==> config.mk <==
export PLATFORM = sky130hd
export DESIGN_NAME = mem_bus_arbiter
export DESIGN_NICKNAME = d
export VERILOG_FILES = /design/src/rtl/mem_bus_arbiter.sv
export SDC_FILE = /design/constraint.sdc
export NUM_CORES = 1
export LEC_CHECK = 0
export CAP_MARGIN = 25
export CORE_ASPECT_RATIO = 0.75
export CORE_UTILIZATION = 35
export CTS_CLUSTER_DIAMETER = 40
export CTS_CLUSTER_SIZE = 24
export DETAILED_ROUTE_END_ITERATION = 6
export MAX_ROUTING_LAYER = met4
export PLACE_DENSITY = 0.87
export SLEW_MARGIN = 0
export SYNTH_ARGS = -nofsm -noshare
export SYNTH_HDL_FRONTEND = slang
export SYNTH_SLANG_ARGS = --single-unit
export TNS_END_PERCENT = 20
==> constraint.sdc <==
create_clock -name clk -period 2.3 [get_ports clk]
set_clock_uncertainty 0.2 [all_clocks]
set_input_delay 0.345 -clock clk [delete_from_list [all_inputs] [get_ports clk]]
set_output_delay 0.345 -clock clk [all_outputs]
set_load 0.05 [all_outputs]
==> src/rtl/mem_bus_arbiter.sv <==
// mem_bus_arbiter
//   Arbitrates one single-beat SRAM/IO bus between the core data port, the
//   core instruction-fetch port and an external DMA requester. Priority is
//   data > fetch > DMA. DMA is forced to win once it has watched DMA_STARVE
//   consecutive core grants while waiting. Each access runs IDLE -> BUSY -> DONE,
//   so there are at least three cycles per beat.
//
// Ports
//   clk, reset                      clock, synchronous active-high reset
//   ifetch, pc, idone               fetch request, halfword address, done pulse
//   addr, rstrobe, wmask, wdata,    data port request, address and payload
//   io_access, rdone, wdone         data port IO select and done pulses
//   dma_req, dma_we, dma_addr,      DMA request, direction, address and payload
//   dma_wdata, dma_wmask, dma_done  DMA done pulse
//   rdata                           last read data, shared by all requesters
//   m_req, m_we, m_addr, m_wdata,   bus beat, held stable until m_ack
//   m_wmask, m_io, m_ack, m_rdata
//   owner                           0 none, 1 data, 2 fetch, 3 DMA
module mem_bus_arbiter #(
    parameter int RV         = 32,
    parameter int VA         = RV,
    parameter int DMA_STARVE = 4
) (
    input  logic                  clk,
    input  logic                  reset,
    input  logic                  ifetch,
    input  logic [VA-2:0]         pc,
    output logic                  idone,
    input  logic [VA-RV/16-1:0]   addr,
    input  logic [1:0]            rstrobe,
    input  logic [RV/8-1:0]       wmask,
    input  logic [RV-1:0]         wdata,
    input  logic                  io_access,
    output logic                  rdone,
    output logic                  wdone,
    input  logic                  dma_req,
    input  logic                  dma_we,
    input  logic [VA-RV/16-1:0]   dma_addr,
    input  logic [RV-1:0]         dma_wdata,
    input  logic [RV/8-1:0]       dma_wmask,
    output logic                  dma_done,
    output logic [RV-1:0]         rdata,
    output logic                  m_req,
    output logic                  m_we,
    output logic [VA-RV/16-1:0]   m_addr,
    output logic [RV-1:0]         m_wdata,
    output logic [RV/8-1:0]       m_wmask,
    output logic                  m_io,
    input  logic                  m_ack,
    input  logic [RV-1:0]         m_rdata,
    output logic [1:0]            owner
);

    // pc holds address bits [VA-1:1]; the word address starts at bit RV/16,
    // which sits at index RV/16-1 of pc.
    localparam int          PC_LSB     = RV/16 - 1;
    localparam logic [3:0]  STARVE_MAX = 4'(DMA_STARVE);

    localparam logic [1:0]  OWN_NONE  = 2'd0;
    localparam logic [1:0]  OWN_DATA  = 2'd1;
    localparam logic [1:0]  OWN_FETCH = 2'd2;
    localparam logic [1:0]  OWN_DMA   = 2'd3;

    typedef enum logic [1:0] {
        IDLE,
        BUSY,
        DONE
    } state_t;

    state_t     state;
    logic [3:0] starve_cnt;
    logic       data_req;
    logic       dma_force;
    logic       dma_win;

    // The low pc bits below the word address are consumed by the core, not here.
    logic       unused_pc;
    assign unused_pc = ^pc;

    always_comb begin
        data_req  = (|wmask) || (|rstrobe);
        dma_force = dma_req && (starve_cnt == STARVE_MAX);
        // DMA wins when forced, or when nobody from the core is asking.
        dma_win   = dma_force || (dma_req && !data_req && !ifetch);
    end

    // NOTE: every register, including rdata, is reset so a beat cut short by
    // reset cannot leave stale bus controls or read data visible.
    always_ff @(posedge clk) begin
        if (reset) begin
            state      <= IDLE;
            owner      <= OWN_NONE;
            starve_cnt <= 4'd0;
            m_req      <= 1'b0;
            m_we       <= 1'b0;
            m_addr     <= '0;
            m_wdata    <= '0;
            m_wmask    <= '0;
            m_io       <= 1'b0;
            idone      <= 1'b0;
            rdone      <= 1'b0;
            wdone      <= 1'b0;
            dma_done   <= 1'b0;
            rdata      <= '0;
        end else begin
            case (state)
                IDLE: begin
                    if (dma_win) begin
                        owner      <= OWN_DMA;
                        m_req      <= 1'b1;
                        m_we       <= dma_we;
                        m_addr     <= dma_addr;
                        m_wdata    <= dma_wdata;
                        m_wmask    <= dma_we ? dma_wmask : '0;
                        m_io       <= 1'b0;
                        starve_cnt <= 4'd0;
                        state      <= BUSY;
                    end else if (data_req || ifetch) begin
                        if (data_req) begin
                            // A nonzero mask makes it a write even if rstrobe is also set.
                            owner   <= OWN_DATA;
                            m_we    <= |wmask;
                            m_addr  <= addr;
                            m_wdata <= wdata;
                            m_wmask <= wmask;
                            m_io    <= io_access;
                        end else begin
                            // Fetch reads the whole word; the core picks the halfword.
                            owner   <= OWN_FETCH;
                            m_we    <= 1'b0;
                            m_addr  <= pc[VA-2:PC_LSB];
                            m_wdata <= '0;
                            m_wmask <= '0;
                            m_io    <= 1'b0;
                        end
                        m_req <= 1'b1;
                        state <= BUSY;
                        if (!dma_req) begin
                            starve_cnt <= 4'd0;
                        end else if (starve_cnt != STARVE_MAX) begin
                            starve_cnt <= starve_cnt + 4'd1;
                        end
                    end else begin
                        // No request at all implies dma_req is low.
                        starve_cnt <= 4'd0;
                    end
                end

                BUSY: begin
                    if (m_ack) begin
                        m_req <= 1'b0;
                        if (!m_we) begin
                            rdata <= m_rdata;
                        end
                        idone    <= (owner == OWN_FETCH);
                        rdone    <= (owner == OWN_DATA) && !m_we;
                        wdone    <= (owner == OWN_DATA) && m_we;
                        dma_done <= (owner == OWN_DMA);
                        state    <= DONE;
                    end
                end

                DONE: begin
                    // One cycle with no arbitration lets the requester drop its level.
                    idone    <= 1'b0;
                    rdone    <= 1'b0;
                    wdone    <= 1'b0;
                    dma_done <= 1'b0;
                    owner    <= OWN_NONE;
                    state    <= IDLE;
                end

                default: begin
                    state <= IDLE;
                end
            endcase
        end
    end

endmodule
==> flow_summary_export.csv, run 1 <==
group,metric,value,unit
min_path,hold_class,"input port to flop",
setup_path,arrival,1670,ps
detailed_routing,drt_wl_total,19400,µm
sta,finalCritPeriodShare,96.1,%
clock_network,htree_levels,4,
detailed_routing,vias,6249,
grt,grt_pass1_wl,29100,µm
placement,port_buffers,309,
cells_and_area,num_antenna_cells,0,
cells_and_area,drive_above_1_share,9.59,%
floorplan,dieHeight,108,µm
cells_and_area,multiInputGateArea,2680,µm²
synthesis,synthCells,645,
synthesis,syn_area_per_cell,8.07,µm²
floorplan,row_count,38,
cells_and_area,nets,1152,
min_path,hp-start,"reset",
setup_path,cp_cell_sequence,"clkdlybuf4s50_1",
setup_path,cp-end-kind,"output port",
job,max-cap-violations,0,
synthesis,syn-num-nets,851,
clock_network,path_clk_slew,60,ps
detailed_routing,drt-initial-drc-count,408,
grt,grt_max_degree,47,
setup_path,worstPathBufferInverterCount,1,
min_path,min_to,"dma_done$_SDFFE_PP0P_",
floorplan,ioPinCount,311,
synthesis,synth_simple_gate_area_share,19.4,%
setup_path,critical_path_class,"flop to output port",
floorplan,dieArea,15400,µm²
power_and_ir_drop,power.leakage,3.45,nW
synthesis,muxShareOfSynthArea,0,%
synthesis,synth_area_leader_cell,"dfxtp_1",
cells_and_area,area_delta_synth_final,81.4,%
synthesis,synthAdderAreaFrac,0.481,%
synthesis,yosysWarnings,0,
synthesis,ys_types,42,
run_status,outcome,"finished, final reports clean",
sta,drv_slew,0,
synthesis,synth_xor_area_share,0,%
sta,whs,180,ps
sta,tightestPinTransition,620,ps
synthesis,synth_compound_area_share,30.6,%
setup_path,r2r_end,"m_wdata[0]$_SDFFE_PP0P_",
cells_and_area,fillers,1174,
floorplan,fp.coreArea,14500,µm²
power_and_ir_drop,ir_worst_vdd,526,µV
synthesis,synth-edff-count,0,
clock_network,clockRootBuffer,"clkbuf_16",
grt,antenna_found_initial,0,
sta,setup_viol,0,
sta,fin_crit,2210,ps
min_path,min_path_cells,2,
cells_and_area,register_area,2260,µm²
synthesis,synth_area_leaders,"dfxtp_1 43%, a21oi_1 7.9%, nand2_1 5.8%",
setup_path,reg2reg_slack,240,ps
sta,rsz0062_at_grt,"false",
cells_and_area,final_util,65.1,%
setup_path,cp_max_fo,6,
clock_network,post_cts_buffers,0,
placement,post-dp-hpwl,14100,µm
grt,grt_pass1_vias,5917,
synthesis,synth_top_family_by_area,"compound AO/OA/AOI/OAI gates",
setup_path,cp_top_family,"buffers and inverters",
synthesis,synth-seq-area-share,43.5,%
clock_network,cts.sinks,113,
setup_path,max_stage_delay,860,ps
placement,place_congestion,0.887,
synthesis,yosysTopAreaCellShare,43.5,%
sta,hold_viol,0,
sta,fmax,452,MHz
sta,maxSlewHeadroom,58.7,%
detailed_routing,drc,0,
setup_path,rr_worst_depth,7,
power_and_ir_drop,power_density,721,nW/µm²
detailed_routing,via_per_inst,5.39,
synthesis,synth_seq_cells,113,
setup_path,worstSetupStartpointType,"flop",
grt,grt_util_all_layers,24.9,%
clock_network,clk_latency,390,ps
clock_network,cts_tree,"built",
detailed_routing,drtAntennaViolNets,0,
clock_network,cts_inserted_buffers,17,
setup_path,worst_path_max_delay_cell,"clkdlybuf4s50_1",
synthesis,netlist_area,5210,µm²
clock_network,cts_buffer_depth,2,
grt,grt_overflow,0,
synthesis,async_flop_share,0,%
floorplan,start_util,35.9,%
setup_path,worstPathRequired,1750,ps
setup_path,rr_startpoint,"starve_cnt[0]$_SDFFE_PP0P_",
synthesis,synth_flop_cell,"dfxtp_1",
sta,setup-tns-final,0,ps
floorplan,die_x,143,µm
detailed_routing,dr.pass1.iters,5,
detailed_routing,avgRoutedWirePerCell,16.8,µm
==> synth_stat cells (2+ instances only) <==
cell type	number
dfxtp_1	113
o21ai_0	46
nor3_1	3
ha_1	2
nand3_1	37
inv_1	5
nand2_1	81
a32oi_1	12
a311oi_1	18
nand2b_1	2
buf_2	12
clkbuf_1	50
or2_2	3
a21o_1	30
a32o_1	4
a22oi_1	33
a31oi_1	6
nand4b_1	2
or3_1	3
buf_4	4
o21ai_1	3
nand4_1	32
nand3b_1	3
or4_1	2
nor2_1	36
a21oi_1	82
buf_1	2
a211oi_2	5
==> worst max path at each step <==
| stage | depth (start not counted) | slack [ps] | start | end |
|---|---|---|---|---|
| floorplan | 8 | 220 | starve_cnt[0]$_SDFFE_PP0P_ | m_wdata[12]$_SDFFE_PP0P_ |
| global placement | 5 | -180 | wmask[2] | m_wmask[3]$_SDFFE_PP0P_ |
| detailed placement | 5 | -230 | wmask[2] | m_wmask[3]$_SDFFE_PP0P_ |
| CTS | 1 | 30 | m_we$_SDFFE_PP0P_ | m_we |
| global route | 1 | 40 | owner[0]$_SDFFE_PP0P_ | owner[0] |
| finish | 1 | 90 | owner[0]$_SDFFE_PP0P_ | owner[0] |
==> through the flow <==
step	cell area, µm²	worst slack (ps)	total power, W	instances
5_1_grt	9450	40.7	0.00707	1159
4_1_cts	9440	27.7	0.00688	1159
2_1_floorplan	5210	221	0.00312	645
3_5_place_dp	8790	-233	0.00397	1127
3_3_place_gp	8790	-177	0.00395	1127
6_report	9450	89.1	0.00681	1159
==> state kept, by name, summed over array words and instances, names as in the netlist <==
signal / count
state: 2
m_wmask: 4
dma_done: 1
rdata: 32
owner: 2
idone: 1
m_io: 1
m_addr: 30
m_req: 1
rdone: 1
wdone: 1
starve_cnt: 4
m_wdata: 32
m_we: 1
==> logic make-up (layout without fill, tap and decap cells) <==
family	after synthesis	count (layout)
fa+ha+maj	2	2
simple gates	211	211
buf+inv	74	388
flops	113	113
compound gates	245	245
==> repair_timing <==
item,4_1_cts,5_1_grt
setup endpoints to repair,0,1
resized for setup,0,1
hold buffers,0,0
==> layout by cell type (no fill, tap or decap), types with 30 or more instances in the layout <==
cell type        Yosys  routed
o21ai_0             46      46
clkdlybuf4s50_1      0     307
dfxtp_1            113     113
nand2_1             81      81
nand3_1             37      37
nor2_1              36      32
a22oi_1             33      33
a21oi_1             82      82
a21o_1              30      30
nand4_1             32      32
==> report_power, final <==
group,switching (W),internal (W)
Sequential,0.0000812,0.00210
Clock,0.000921,0.00195
Combinational,0.000981,0.000770
==> per-layer routing <==
| metal | up-vias | GRT usage, % | wire length (µm) |
|---|---|---|---|
| met1 | 2944 | 29.6 | 8140 |
| met4 | 0 | 7.07 | 263 |
| li1 | 2981 | - | - |
| met5 | - | - | 0 |
| met2 | 302 | 41.5 | 9280 |
| met3 | 22 | 6.49 | 1730 |
==> final cells by class <==
type | instances | area share (%)
timing repair buffer | 351 | 37.9
multi-input combinational | 458 | 28.4
sequential | 113 | 24.0
clock buffer | 19 | 4.69
tap | 200 | 2.65
clock inverter | 13 | 2.21
inverter | 5 | 0.199
No activity file was read; power rests on OpenSTA's default activity.
==> inputs of run 2 (changes only) <==
--- a/config.mk
+++ b/config.mk
@@ -5,7 +5,6 @@
 export SDC_FILE = /design/constraint.sdc
 export NUM_CORES = 1
 export LEC_CHECK = 0
-export CAP_MARGIN = 25
 export CORE_ASPECT_RATIO = 0.75
 export CORE_UTILIZATION = 35
 export CTS_CLUSTER_DIAMETER = 40
==> constraint.sdc (replaced) <==
create_clock -name clk -period 2.5 [get_ports clk]
set_clock_uncertainty 0.2 [all_clocks]
set_input_delay 0.375 -clock clk [delete_from_list [all_inputs] [get_ports clk]]
set_output_delay 0.375 -clock clk [all_outputs]
set_load 0.05 [all_outputs]
==> run 2 against run 1 <==
Against the previous run: via count is 0.80% lower; critical path depth stayed put; critical endpoint is now m_we; largest cell class unchanged; routed wire length is 1.2% higher; sequential cell count unchanged; cell area decreased by 1.4%.
==> flow_summary_export.csv, run 2 (synthesis results as in run 1) <==
group,metric,value,unit
run_status,outcome,"finished, final reports clean",
grt,antenna_found_initial,0,
clock_network,clk_latency,400,ps
sta,setup_viol,0,
setup_path,cp-end-kind,"output port",
clock_network,cts_buffer_depth,2,
sta,tightestPinTransition,610,ps
setup_path,cp_max_fo,6,
setup_path,rr_worst_depth,7,
setup_path,worstPathBufferInverterCount,1,
sta,maxSlewHeadroom,59.3,%
setup_path,rr_startpoint,"starve_cnt[0]$_SDFFE_PP0P_",
setup_path,arrival,1720,ps
setup_path,r2r_end,"m_wdata[12]$_SDFFE_PP0P_",
clock_network,clockRootBuffer,"clkbuf_16",
cells_and_area,nets,1150,
placement,post-dp-hpwl,14100,µm
floorplan,dieArea,15400,µm²
job,max-cap-violations,0,
setup_path,worstSetupStartpointType,"flop",
detailed_routing,drt-initial-drc-count,386,
detailed_routing,drt_wl_total,19700,µm
clock_network,cts_hold_buf,0,
floorplan,ioPinCount,311,
setup_path,cp_top_family,"buffers and inverters",
power_and_ir_drop,power_density,650,nW/µm²
clock_network,post_cts_buffers,0,
grt,grt_overflow,0,
placement,place_congestion,0.850,
sta,finalCritPeriodShare,91.8,%
cells_and_area,drive_above_1_share,9.09,%
detailed_routing,drtAntennaViolNets,0,
setup_path,worst_path_max_delay_cell,"clkdlybuf4s50_1",
sta,hold_viol,0,
setup_path,reg2reg_slack,410,ps
setup_path,max_stage_delay,880,ps
detailed_routing,vias,6199,
detailed_routing,dr.pass1.iters,5,
cells_and_area,layout_common_cells,"308 x clkdlybuf4s50_1, 113 x dfxtp_1, 82 x a21oi_1",
min_path,hp-start,"reset",
cells_and_area,num_antenna_cells,0,
floorplan,row_count,38,
clock_network,path_clk_slew,50,ps
power_and_ir_drop,power.leakage,3.38,nW
sta,rsz0062_at_grt,"false",
sta,fmax,436,MHz
clock_network,cts_inserted_buffers,17,
setup_path,worstPathRequired,1920,ps
setup_path,critical_path_class,"flop to output port",
min_path,min_to,"idone$_SDFFE_PP0P_",
floorplan,die_x,143,µm
floorplan,fp.coreArea,14500,µm²
cells_and_area,final_common_cell,"clkdlybuf4s50_1",
grt,grt_pass1_wl,30100,µm
placement,port_buffers,309,
detailed_routing,avgRoutedWirePerCell,17.0,µm
min_path,hold_class,"input port to flop",
grt,grt_pass1_vias,6028,
floorplan,dieHeight,108,µm
floorplan,start_util,35.9,%
sta,fin_crit,2290,ps
min_path,min_path_cells,2,
power_and_ir_drop,ir_worst_vdd,465,µV
detailed_routing,via_per_inst,5.36,
cells_and_area,biggestRegsByFlops,"m_wdata: 32 flops, rdata: 32 flops, m_addr: 30 flops",
grt,grt_util_all_layers,25.9,%
cells_and_area,area_delta_synth_final,78.9,%
clock_network,htree_levels,4,
clock_network,cts.sinks,113,
cells_and_area,final_util,64.2,%
clock_network,cts-resized-gates,0,
detailed_routing,drc,0,
sta,drv_slew,0,
grt,grt_max_degree,47,
sta,whs,203,ps
setup_path,cp_cell_sequence,"clkdlybuf4s50_1",
clock_network,cts_tree,"built",
==> run 2: cell count changes in the layout (fill, tap and decap cells not counted), sizes merged <==
cell and delta:
clkinv -1, clkdlybuf4s50 +1, inv -1, buf -2, clkbuf +4, bufinv -2
dlymetal6s2s -1
==> run 2: worst max-delay path by stage <==
stage	from	to	cells past startpoint
2_1_floorplan	starve_cnt[0]$_SDFFE_PP0P_	m_wdata[12]$_SDFFE_PP0P_	8
3_3_place_gp	wmask[2]	m_wmask[0]$_SDFFE_PP0P_	5
3_5_place_dp	wmask[2]	m_wmask[0]$_SDFFE_PP0P_	5
4_1_cts	m_we$_SDFFE_PP0P_	m_we	1
5_1_grt	m_we$_SDFFE_PP0P_	m_we	1
6_report	m_we$_SDFFE_PP0P_	m_we	1
==> run 2: area by class of cell <==
class	count	area, µm²
clock buffers	23	468
multi-input cells	458	2680
well taps	200	250
inverters	5	18.8
flip-flops and latches	113	2260
clock inverters	9	131
fillers	1174	5190
repair buffers	349	3500
==> run 2: per-layer routing <==
layer | share of wire, % | routed length [µm] | track usage [%] | vias up
li1 | - | - | - | 2979
met5 | 0 | 0 | - | -
met3 | 8.4 | 1660 | 7.61 | 27
met4 | 1.8 | 352 | 9.29 | 0
met1 | 41 | 8040 | 28.9 | 2926
met2 | 49 | 9610 | 44.1 | 267
==> run 2: where the power goes <==
group / switching, W / internal, W / leakage (nW)
registers: 0.0000752 / 0.00194 / 0.930
logic: 0.000897 / 0.000691 / 2.17
clock network: 0.000838 / 0.00162 / 0.283
total: 0.00181 / 0.00424 / 3.38
==> run 2: through the flow <==
stage	std cells	TNS, ps	cell area [µm²]	power [W]	worst slack, ps
2_1_floorplan	645	0	5210	0.00287	421
3_3_place_gp	1125	-49.6	8710	0.00361	-27.2
3_5_place_dp	1125	-181	8710	0.00363	-59.0
4_1_cts	1157	0	9310	0.00610	178
5_1_grt	1157	0	9310	0.00629	147
6_report	1157	0	9310	0.00605	205
